==> src/rtl/dds_pkg.sv <==
// Shared constants and helpers for the DDS waveform core: wave codes,
// default widths, DAC midscale/peak values and the sine table generator.
package dds_pkg;

   localparam int PHASE_W_DEF = 32;
   localparam int LUT_AW_DEF  = 8;
   localparam int DAC_W_DEF   = 12;

   localparam logic [1:0] WAVE_SINE   = 2'd0;
   localparam logic [1:0] WAVE_SQUARE = 2'd1;
   localparam logic [1:0] WAVE_TRI    = 2'd2;
   localparam logic [1:0] WAVE_SAW    = 2'd3;

   // Offset-binary midscale (zero level) for a DAC of the given width.
   function automatic int mid_val(input int dac_w);
      return 1 << (dac_w - 1);
   endfunction

   // Largest positive signed sample for a DAC of the given width.
   function automatic int max_val(input int dac_w);
      return (1 << (dac_w - 1)) - 1;
   endfunction

   // Quarter-wave sine entry k, sampled at the centre of its bin so that the
   // mirrored quadrants line up exactly. Taylor series keeps this usable as a
   // constant function at elaboration time.
   function automatic int sine_entry(input int k, input int lut_aw, input int dac_w);
      real x;
      real term;
      real sum;
      x    = 1.5707963267948966 * (real'(k) + 0.5) / real'(1 << lut_aw);
      term = x;
      sum  = x;
      for (int n = 1; n < 10; n++) begin
         term = -term * x * x / real'((2 * n) * (2 * n + 1));
         sum  = sum + term;
      end
      return $rtoi(real'(max_val(dac_w)) * sum + 0.5);
   endfunction

endpackage

==> src/rtl/dds_sine_lut.sv <==
// Quarter-wave sine ROM with one cycle of read latency. Entries hold the
// unsigned magnitude; quadrant folding and sign are handled by the caller.
module dds_sine_lut
   import dds_pkg::*;
#(
   parameter int LUT_AW = LUT_AW_DEF,
   parameter int DAC_W  = DAC_W_DEF
) (
   input  logic              clk,
   input  logic              rst_n,
   input  logic [LUT_AW-1:0] addr,
   output logic [DAC_W-2:0]  data
);

   logic [DAC_W-2:0] rom [0:(1 << LUT_AW) - 1];

   generate
      for (genvar gi = 0; gi < (1 << LUT_AW); gi++) begin : g_rom
         localparam int ENTRY = sine_entry(gi, LUT_AW, DAC_W);
         assign rom[gi] = ENTRY[DAC_W-2:0];
      end
   endgenerate

   // Registered ROM read; cleared with the rest of the sample pipeline.
   always_ff @(posedge clk) begin
      if (!rst_n) begin
         data <= '0;
      end else begin
         data <= rom[addr];
      end
   end

endmodule

==> src/rtl/dds_wave_core.sv <==
// DDS waveform core: phase accumulator, phase-synchronous wave/amplitude
// shadow registers and a 4-stage sample pipeline producing offset-binary
// DAC words.
module dds_wave_core
   import dds_pkg::*;
#(
   parameter int PHASE_W = PHASE_W_DEF,
   parameter int LUT_AW  = LUT_AW_DEF,
   parameter int DAC_W   = DAC_W_DEF
) (
   input  logic               Fg_CLK,
   input  logic               Fg_RESETn,
   input  logic               Enable,
   input  logic [PHASE_W-1:0] Ftw_In,
   input  logic               Ftw_Load,
   input  logic [1:0]         Wave_Sel,
   input  logic [7:0]         Amp,
   output logic [DAC_W-1:0]   Dac_Data,
   output logic               Dac_Valid,
   output logic               Phase_Sync
);

   localparam logic [DAC_W-1:0]        MID   = DAC_W'(mid_val(DAC_W));
   localparam logic signed [DAC_W-1:0] M_POS = DAC_W'(max_val(DAC_W));

   // accumulator stage
   logic [PHASE_W-1:0] acc_reg;
   logic [PHASE_W-1:0] ftw_reg;
   logic               acc_valid_reg;
   logic               phase_sync_reg;
   logic [1:0]         wave_act_reg;
   logic [7:0]         amp_act_reg;
   logic [PHASE_W:0]   acc_sum_next;
   logic               wrap_next;

   // S1
   logic [DAC_W-1:0]   t1_reg;
   logic [LUT_AW-1:0]  addr1_reg;
   logic [1:0]         wave1_reg;
   logic [7:0]         amp1_reg;
   logic               v1_reg;
   logic [LUT_AW-1:0]  lut_addr_next;

   // S2
   logic [DAC_W-1:0]   t2_reg;
   logic [1:0]         wave2_reg;
   logic [7:0]         amp2_reg;
   logic               v2_reg;
   logic [DAC_W-2:0]   lut_data;

   // S3
   logic signed [DAC_W-1:0]   mag_ext;
   logic [DAC_W-1:0]          tri_next;
   logic signed [DAC_W-1:0]   sample_next;
   logic signed [DAC_W+7:0]   prod_next;
   logic signed [DAC_W+7:0]   prod3_reg;
   logic                      v3_reg;

   // S4
   logic [DAC_W-1:0]   dac_data_reg;
   logic               dac_valid_reg;

   assign acc_sum_next = {1'b0, acc_reg} + {1'b0, ftw_reg};
   assign wrap_next    = Enable & acc_sum_next[PHASE_W];

   // Phase accumulation, FTW capture and phase-aligned shadow loading.
   always_ff @(posedge Fg_CLK) begin
      if (!Fg_RESETn) begin
         acc_reg        <= '0;
         ftw_reg        <= '0;
         acc_valid_reg  <= 1'b0;
         phase_sync_reg <= 1'b0;
         wave_act_reg   <= WAVE_SINE;
         amp_act_reg    <= '0;
      end else begin
         if (Ftw_Load) begin
            ftw_reg <= Ftw_In;
         end
         if (Enable) begin
            acc_reg <= acc_sum_next[PHASE_W-1:0];
         end
         acc_valid_reg  <= Enable;
         phase_sync_reg <= wrap_next;
         if (wrap_next || !Enable) begin
            wave_act_reg <= Wave_Sel;
            amp_act_reg  <= Amp;
         end
      end
   end

   // Quadrants 1 and 3 walk the quarter-wave table backwards.
   assign lut_addr_next = acc_reg[PHASE_W-2] ? ~acc_reg[PHASE_W-3 -: LUT_AW]
                                             :  acc_reg[PHASE_W-3 -: LUT_AW];

   // S1: capture phase slice, table address and the active wave settings.
   always_ff @(posedge Fg_CLK) begin
      if (!Fg_RESETn) begin
         t1_reg    <= '0;
         addr1_reg <= '0;
         wave1_reg <= WAVE_SINE;
         amp1_reg  <= '0;
         v1_reg    <= 1'b0;
      end else begin
         t1_reg    <= acc_reg[PHASE_W-1 -: DAC_W];
         addr1_reg <= lut_addr_next;
         wave1_reg <= wave_act_reg;
         amp1_reg  <= amp_act_reg;
         v1_reg    <= acc_valid_reg;
      end
   end

   dds_sine_lut #(
      .LUT_AW (LUT_AW),
      .DAC_W  (DAC_W)
   ) u_sine_lut (
      .clk   (Fg_CLK),
      .rst_n (Fg_RESETn),
      .addr  (addr1_reg),
      .data  (lut_data)
   );

   // S2: delay side data alongside the table read.
   always_ff @(posedge Fg_CLK) begin
      if (!Fg_RESETn) begin
         t2_reg    <= '0;
         wave2_reg <= WAVE_SINE;
         amp2_reg  <= '0;
         v2_reg    <= 1'b0;
      end else begin
         t2_reg    <= t1_reg;
         wave2_reg <= wave1_reg;
         amp2_reg  <= amp1_reg;
         v2_reg    <= v1_reg;
      end
   end

   assign mag_ext = $signed({1'b0, lut_data});

   // Signed sample selection; the phase MSB is also the sine half-cycle sign.
   always_comb begin
      tri_next    = {(t2_reg[DAC_W-1] ? ~t2_reg[DAC_W-2:0] : t2_reg[DAC_W-2:0]), 1'b0};
      sample_next = '0;
      case (wave2_reg)
         WAVE_SINE:   sample_next = t2_reg[DAC_W-1] ? -mag_ext : mag_ext;
         WAVE_SQUARE: sample_next = t2_reg[DAC_W-1] ? -M_POS : M_POS;
         WAVE_TRI:    sample_next = $signed(tri_next - MID);
         default:     sample_next = $signed({~t2_reg[DAC_W-1], t2_reg[DAC_W-2:0]});
      endcase
   end

   // |sample * amp| stays below 2^(DAC_W+7), so DAC_W+8 signed bits suffice.
   assign prod_next = $signed({{8{sample_next[DAC_W-1]}}, sample_next})
                    * $signed({{DAC_W{1'b0}}, amp2_reg});

   // S3: register the scaled product.
   always_ff @(posedge Fg_CLK) begin
      if (!Fg_RESETn) begin
         prod3_reg <= '0;
         v3_reg    <= 1'b0;
      end else begin
         prod3_reg <= prod_next;
         v3_reg    <= v2_reg;
      end
   end

   // S4: floor-divide by 256 and shift to offset binary; idle at midscale.
   always_ff @(posedge Fg_CLK) begin
      if (!Fg_RESETn) begin
         dac_data_reg  <= MID;
         dac_valid_reg <= 1'b0;
      end else begin
         dac_data_reg  <= v3_reg ? DAC_W'(prod3_reg >>> 8) + MID : MID;
         dac_valid_reg <= v3_reg;
      end
   end

   assign Dac_Data   = dac_data_reg;
   assign Dac_Valid  = dac_valid_reg;
   assign Phase_Sync = phase_sync_reg;

endmodule

==> config.mk <==
export PLATFORM = sky130hd
export DESIGN_NAME = dds_wave_core
export DESIGN_NICKNAME = d
export VERILOG_FILES = /design/src/rtl/dds_pkg.sv /design/src/rtl/dds_sine_lut.sv /design/src/rtl/dds_wave_core.sv
export SDC_FILE = /design/constraint.sdc
export NUM_CORES = 1
export LEC_CHECK = 0
export ABC_CLOCK_PERIOD_IN_PS = 8300
export BUFFER_PORTS_ARGS = -buffer_cell sky130_fd_sc_hd__buf_2
export CORE_MARGIN = 2
export CORE_UTILIZATION = 40
export CTS_BUF_LIST = sky130_fd_sc_hd__clkbuf_4 sky130_fd_sc_hd__clkbuf_8
export DETAILED_ROUTE_END_ITERATION = 16
export GPL_ROUTABILITY_DRIVEN = 1
export HOLD_SLACK_MARGIN = 0.12
export PLACE_DENSITY_LB_ADDON = 0.15
export SKIP_LAST_GASP = 1
export SYNTH_ARGS = -nofsm -noshare
export SYNTH_HDL_FRONTEND = slang
export SYNTH_SLANG_ARGS = --single-unit
==> constraint.sdc <==
create_clock -name Fg_CLK -period 8.3 [get_ports Fg_CLK]
set_input_delay 0.415 -clock Fg_CLK [delete_from_list [all_inputs] [get_ports Fg_CLK]]
set_output_delay 0.415 -clock Fg_CLK [all_outputs]
set_load 0.02 [all_outputs]
; ---- Yosys cells after proc, flatten, opt, wreduce, memory -nomap -nowiden
; Memory sizes are Yosys's and may differ from the RTL's. A register that Yosys moved wholly into a read port is not among the register bits.
; Index checks and enable logic that the tools add are counted.
[totals]
input_bits = 46
elab_cells = 42
romBits = 2816
register_bits = 164
n_memories = 1
out_inout_bits = 14
[op_classes]
muxes = 5
addsub = 4
bitwise = 5
n_reduce_logical = 5
multipliers = 1
eq_ne = 2
[mem_list]
columns = name, depth, width, rd, rd_clocked_by_memory_dff, write_ports, line
row1 = (name not given), 256, 11, 1, 1, 0, dds_sine_lut.sv:29  ; data <= rom[addr];
[op_table]
columns = op, n
row1 = $pmux 12 s3, 1
row2 = $add 32x32->33, 1
row3 = $mux 12, 2
row4 = $mul 12x9->20, 1
row5 = $add 12x12->12 const B, 1
row6 = $neg 11->12, 1
row7 = $sub 12x12->12 const B, 1
row8 = $mux 11, 1
row9 = $not 11->11, 1
row10 = $not 8->9, 1
row11 = $mux 8, 1
row12 = $not 8->8, 1
row13 = $eq 2x1->1 const B, 1
row14 = $eq 2x2->1 const B, 1
row15 = $logic_not 1->1, 2
row16 = $logic_not 2->1, 1
row17 = $reduce_and 2->1, 1
row18 = $and 1x1->1, 1
row19 = $logic_or 1x1->1, 1
row20 = $not 1->1, 1

; ---- Logic depth before layout (Yosys ltp)
[logic_depth]
depth_word = 5
mapped_depth = 27
mapped_depth_nobuf = 27

; ---- Hierarchy
; From an unflattened synthesis, not the netlist that was laid out.
[unflattened]
cells_unflattened = 1598
area_unflattened_um2 = 13515.5
[modules_own_cells]
columns = module, cells_each, area_each_um2, seq_area_each_um2, n_inst
row1 = dds_wave_core, 1089, 10254.8, 3123.0, 1
row2 = dds_sine_lut, 509, 3260.6, 220.2, 1

; ---- Worst setup path before layout
; No wires, ideal clock.
[synth_timing]
path_kind = flip-flop to flip-flop
startpoint = register u_sine_lut.data[0]
endpoint = register prod3_reg[18]
path_buffers = 0
arrival_ns = 5.743
slack_ns = 2.442
required_ns = 8.185
setup_ns = 0.115
synth_period_minus_slack_ns = 5.858
stages_incl_launch_ff = 25
cell_sequence = dfxtp_1 nor3_1 nand2_1 or3_1 o31ai_1 xor2_1 a221oi_1 nand2_1 fa_1 inv_1 fa_1 fa_1 inv_1 fa_1 inv_1 ha_1 a21o_1 a21oi_1 nor3b_1 o221ai_1 o211ai_1 a21oi_1 a21oi_1 xnor2_1 and2_1
[synth_between]
elab_chain_cells = 4
[synth_rtl]
columns = item, line
row1 = from (decl), dds_sine_lut.sv:12  ; output logic [DAC_W-2:0] data
row2 = $neg 11->12, dds_wave_core.sv:144  ; WAVE_SINE: sample_next = t2_reg[DAC_W-1] ? -mag_ext : mag_ext;
row3 = $mux 12 *, dds_wave_core.sv:144
row4 = $pmux 12 s3 *, dds_wave_core.sv:143  ; case (wave2_reg)
row5 = $mul 12x9->20 *, dds_wave_core.sv:153  ; * $signed({{DAC_W{1'b0}}, amp2_reg});
row6 = to (signal assigned), dds_wave_core.sv:161  ; prod3_reg <= prod_next;
row7 = to (decl), dds_wave_core.sv:56  ; logic signed [DAC_W+7:0] prod3_reg;
; Mark *: on every way between the ends. The rest lies on a longest branch, timed or not.
; A chain may end at the register's enable or synchronous reset.

; ---- Final worst setup path
; Same ends and word-level chain as after synthesis.

==> flow_summary_export.csv <==
group,metric,value,unit
critical_path,cp-end-kind,"register",
yosys,ys.flop_type,"dfxtp_1",
yosys,synth_edf_count,0,
clocking,cts_hold_buf,0,
sta,skew,17.2,ps
critical_path,reg2reg_depth,24,
sta,relSlewSlack,23.2,%
clocking,cts_max_path_buffers,2,
floorplanning,die_w,187,µm
sta,setup_viol_count_final,0,
routing,vias,11400,
clocking,cts_made_buffers,17,
clocking,clk_pin_slew,90,ps
sta,finalCritPeriodShare,81.4,%
floorplanning,initial_core_util,40.4,%
layout,layout_commonest_cell,"nand2_1",
yosys,avgSynthCellArea,8.12,µm²
yosys,synthesis.nets,1863,
yosys,synth_top_area_share,24.8,%
layout,drive_above_1_share,7.75,%
sta,timing.fmax,148,MHz
yosys,ys_warn_count,0,
routing,top_layer,"met4",
min_path,hold_path_class,"in2reg",
routing,wl_met1,16200,µm
clocking,post_cts_buffers,0,
floorplanning,std_cell_rows,67,
critical_path,crit_required,8670,ps
clocking,htreeDepth,4,
run_status,status,"finished, final reports clean",
sta,tightest_slew,1150,ps
routing,viasPerCell,5.45,
place,hpwl,24700,µm
routing,postRouteAntennaNets,0,
clocking,cts_tree,"yes",
yosys,synth_area_leaders,"dfxtp_1 (25%), fa_1 (11%), ha_1 (7.6%)",
sta,rsz0062_at_grt,"no",
critical_path,worstPathMaxFanout,8,
critical_path,crit_start,"u_sine_lut.data[0]",
sta,fin_setup_tns,0,ps
min_path,hold_depth,3,
power_and_ir_drop,p_per_area,151,mW/mm²
yosys,synth-seq-cells,167,
critical_path,startpoint_type,"register",
clocking,clk_latency,490,ps
global_routing,grt_use_total,20.3,%
global_routing,overflow,0,
yosys,ys_async_sr_fraction,0,%
yosys,synth_cells,1659,
global_routing,antenna_found_initial,0,
critical_path,rr_startpoint,"u_sine_lut.data[0]",
global_routing,grt_pass1_vias,11500,
routing,wire_per_inst,16.6,µm
routing,wl,34800,µm
routing,wl_met3,1720,µm
routing,drc,0,
routing,dr_wl_met2,16000,µm
routing,first_pass_iters,5,
sta,slew_violations,0,
clocking,root_buffer,"clkbuf_8",
yosys,syn_area,0.0135,mm²
yosys,yosysTopAreaCell,"dfxtp_1",
place,place_congestion,0.878,
yosys,synth.distinct_cells,72,
sta,min_period,6760,ps
routing,drt_iter0_drc,967,
layout,diodes,0,
floorplanning,die-area,0.0351,mm²
floorplanning,core_area,0.0334,mm²
floorplanning,die_h,187,µm
global_routing,grt_pass1_wl,58600,µm
clocking,cts_resized,0,
power_and_ir_drop,total_power,2.18,mW
layout,nNetsFinal,1843,
floorplanning,pin_count,60,
place,numPortBuffers,59,
layout,final_cell_mix,"nand2_1 (171), dfxtp_1 (164), inv_1 (138)",
global_routing,grt_max_degree,94,
layout,fin_util,43.1,%
power_and_ir_drop,leakagePower,6.62,nW
critical_path,crit_arrival,7130,ps
critical_path,critPathKind,"reg2reg",
layout,area_growth_syn_to_layout,6.86,%
yosys,ys_seq_area_share,24.8,%
clocking,clock-sinks,167,
sta,hold_violations,0,
run,maxCapViolCount,0,
power_and_ir_drop,ir_drop,85.1,µV
min_path,min-delay-start,"Wave_Sel[0]",
-- metrics by stage --
step           instances  worst slack (ps)  hold WS (ps)  instance area (µm²)
4_1_cts             2100              1560           141                14400
5_1_grt             2100              1060           167                14400
3_5_place_dp        2068              1600           361                14000
6_report            2100              1540           181                14400
2_1_floorplan       1659              2440           343                13500
3_3_place_gp        2068              1850           364                14000
-- synth_stat cells (all sizes together) (4+ instances only) --
cell type,number
nor2b,64
o2111ai,6
xor2,30
or3,4
nand3b,7
a221oi,13
a311oi,6
clkbuf,95
nor2,85
fa,76
nor3b,5
and3,19
o21ai,94
nand3,32
buf,17
nand4,5
o22ai,13
a31o,4
dfxtp,167
a211oi,23
o21a,8
and2,101
a21o,23
o311ai,8
ha,82
xnor2,25
o221ai,9
o211a,6
o31ai,14
inv,138
mux2i,61
nor3,23
a21boi,6
o211ai,26
a21oi,106
or2,9
nand2,171
a221o,6
nand2b,16
a31oi,16
-- power breakdown --
part / total, mW / internal [mW] / switching, mW
Combinational: 0.692 / 0.254 / 0.438
Sequential: 0.901 / 0.853 / 0.0488
Clock: 0.584 / 0.253 / 0.331
Total: 2.18 / 1.36 / 0.818
-- metal layers --
| metal | track usage, % | vias to the layer above |
|---|---|---|
| met5 | 0 | - |
| met4 | 7.18 | 0 |
| met3 | 3.11 | 67 |
| met2 | 33.2 | 317 |
| met1 | 27.4 | 5409 |
| li1 | - | 5654 |
-- logic make-up after synthesis --
kind of cell	after synthesis	synth area share [%]
and+or+nand+nor	548	20.4
AOI/OAI and AO/OA	415	20.2
buffers and inverters	252	7.10
DFF	167	24.8
adders and majority gates	158	18.9
muxes	64	4.95
xor gates and xnor gates	55	3.58
-- worst max-delay path: stages, from the launching register on --
cell	delay [ps]
dfxtp_1	350
nor3_1	180
nand2_1	90
or3_1	370
o31ai_1	280
xor2_1	110
a221oi_1	980
nand2_1	180
fa_1	550
inv_1	50
fa_1	460
fa_1	490
inv_1	50
fa_1	520
inv_1	40
ha_1	350
a21o_1	200
a21oi_1	190
nor3b_1	210
o221ai_1	160
o211ai_1	200
a21oi_1	190
a21oi_1	220
xnor2_1	80
and2_1	150
-- layout make-up --
cell class                 count  area (µm²)
tap                          448         561
fill                        3502       19000
clock buffer                  19         249
timing repair buffer          73         403
multi-input combinational   1240        9170
sequential                   167        3350
clock inverter                13         138
inverter                     140         526
-- path summary, 6_finish.rpt --
check / slack [ps] / end
max: 1540 / prod3_reg[18]
min: 180 / wave_act_reg[0]
max reg2reg: 1540 / prod3_reg[18]
min reg2reg: 380 / Dac_Data[11]
No activity file was read; power rests on OpenSTA's default activity.
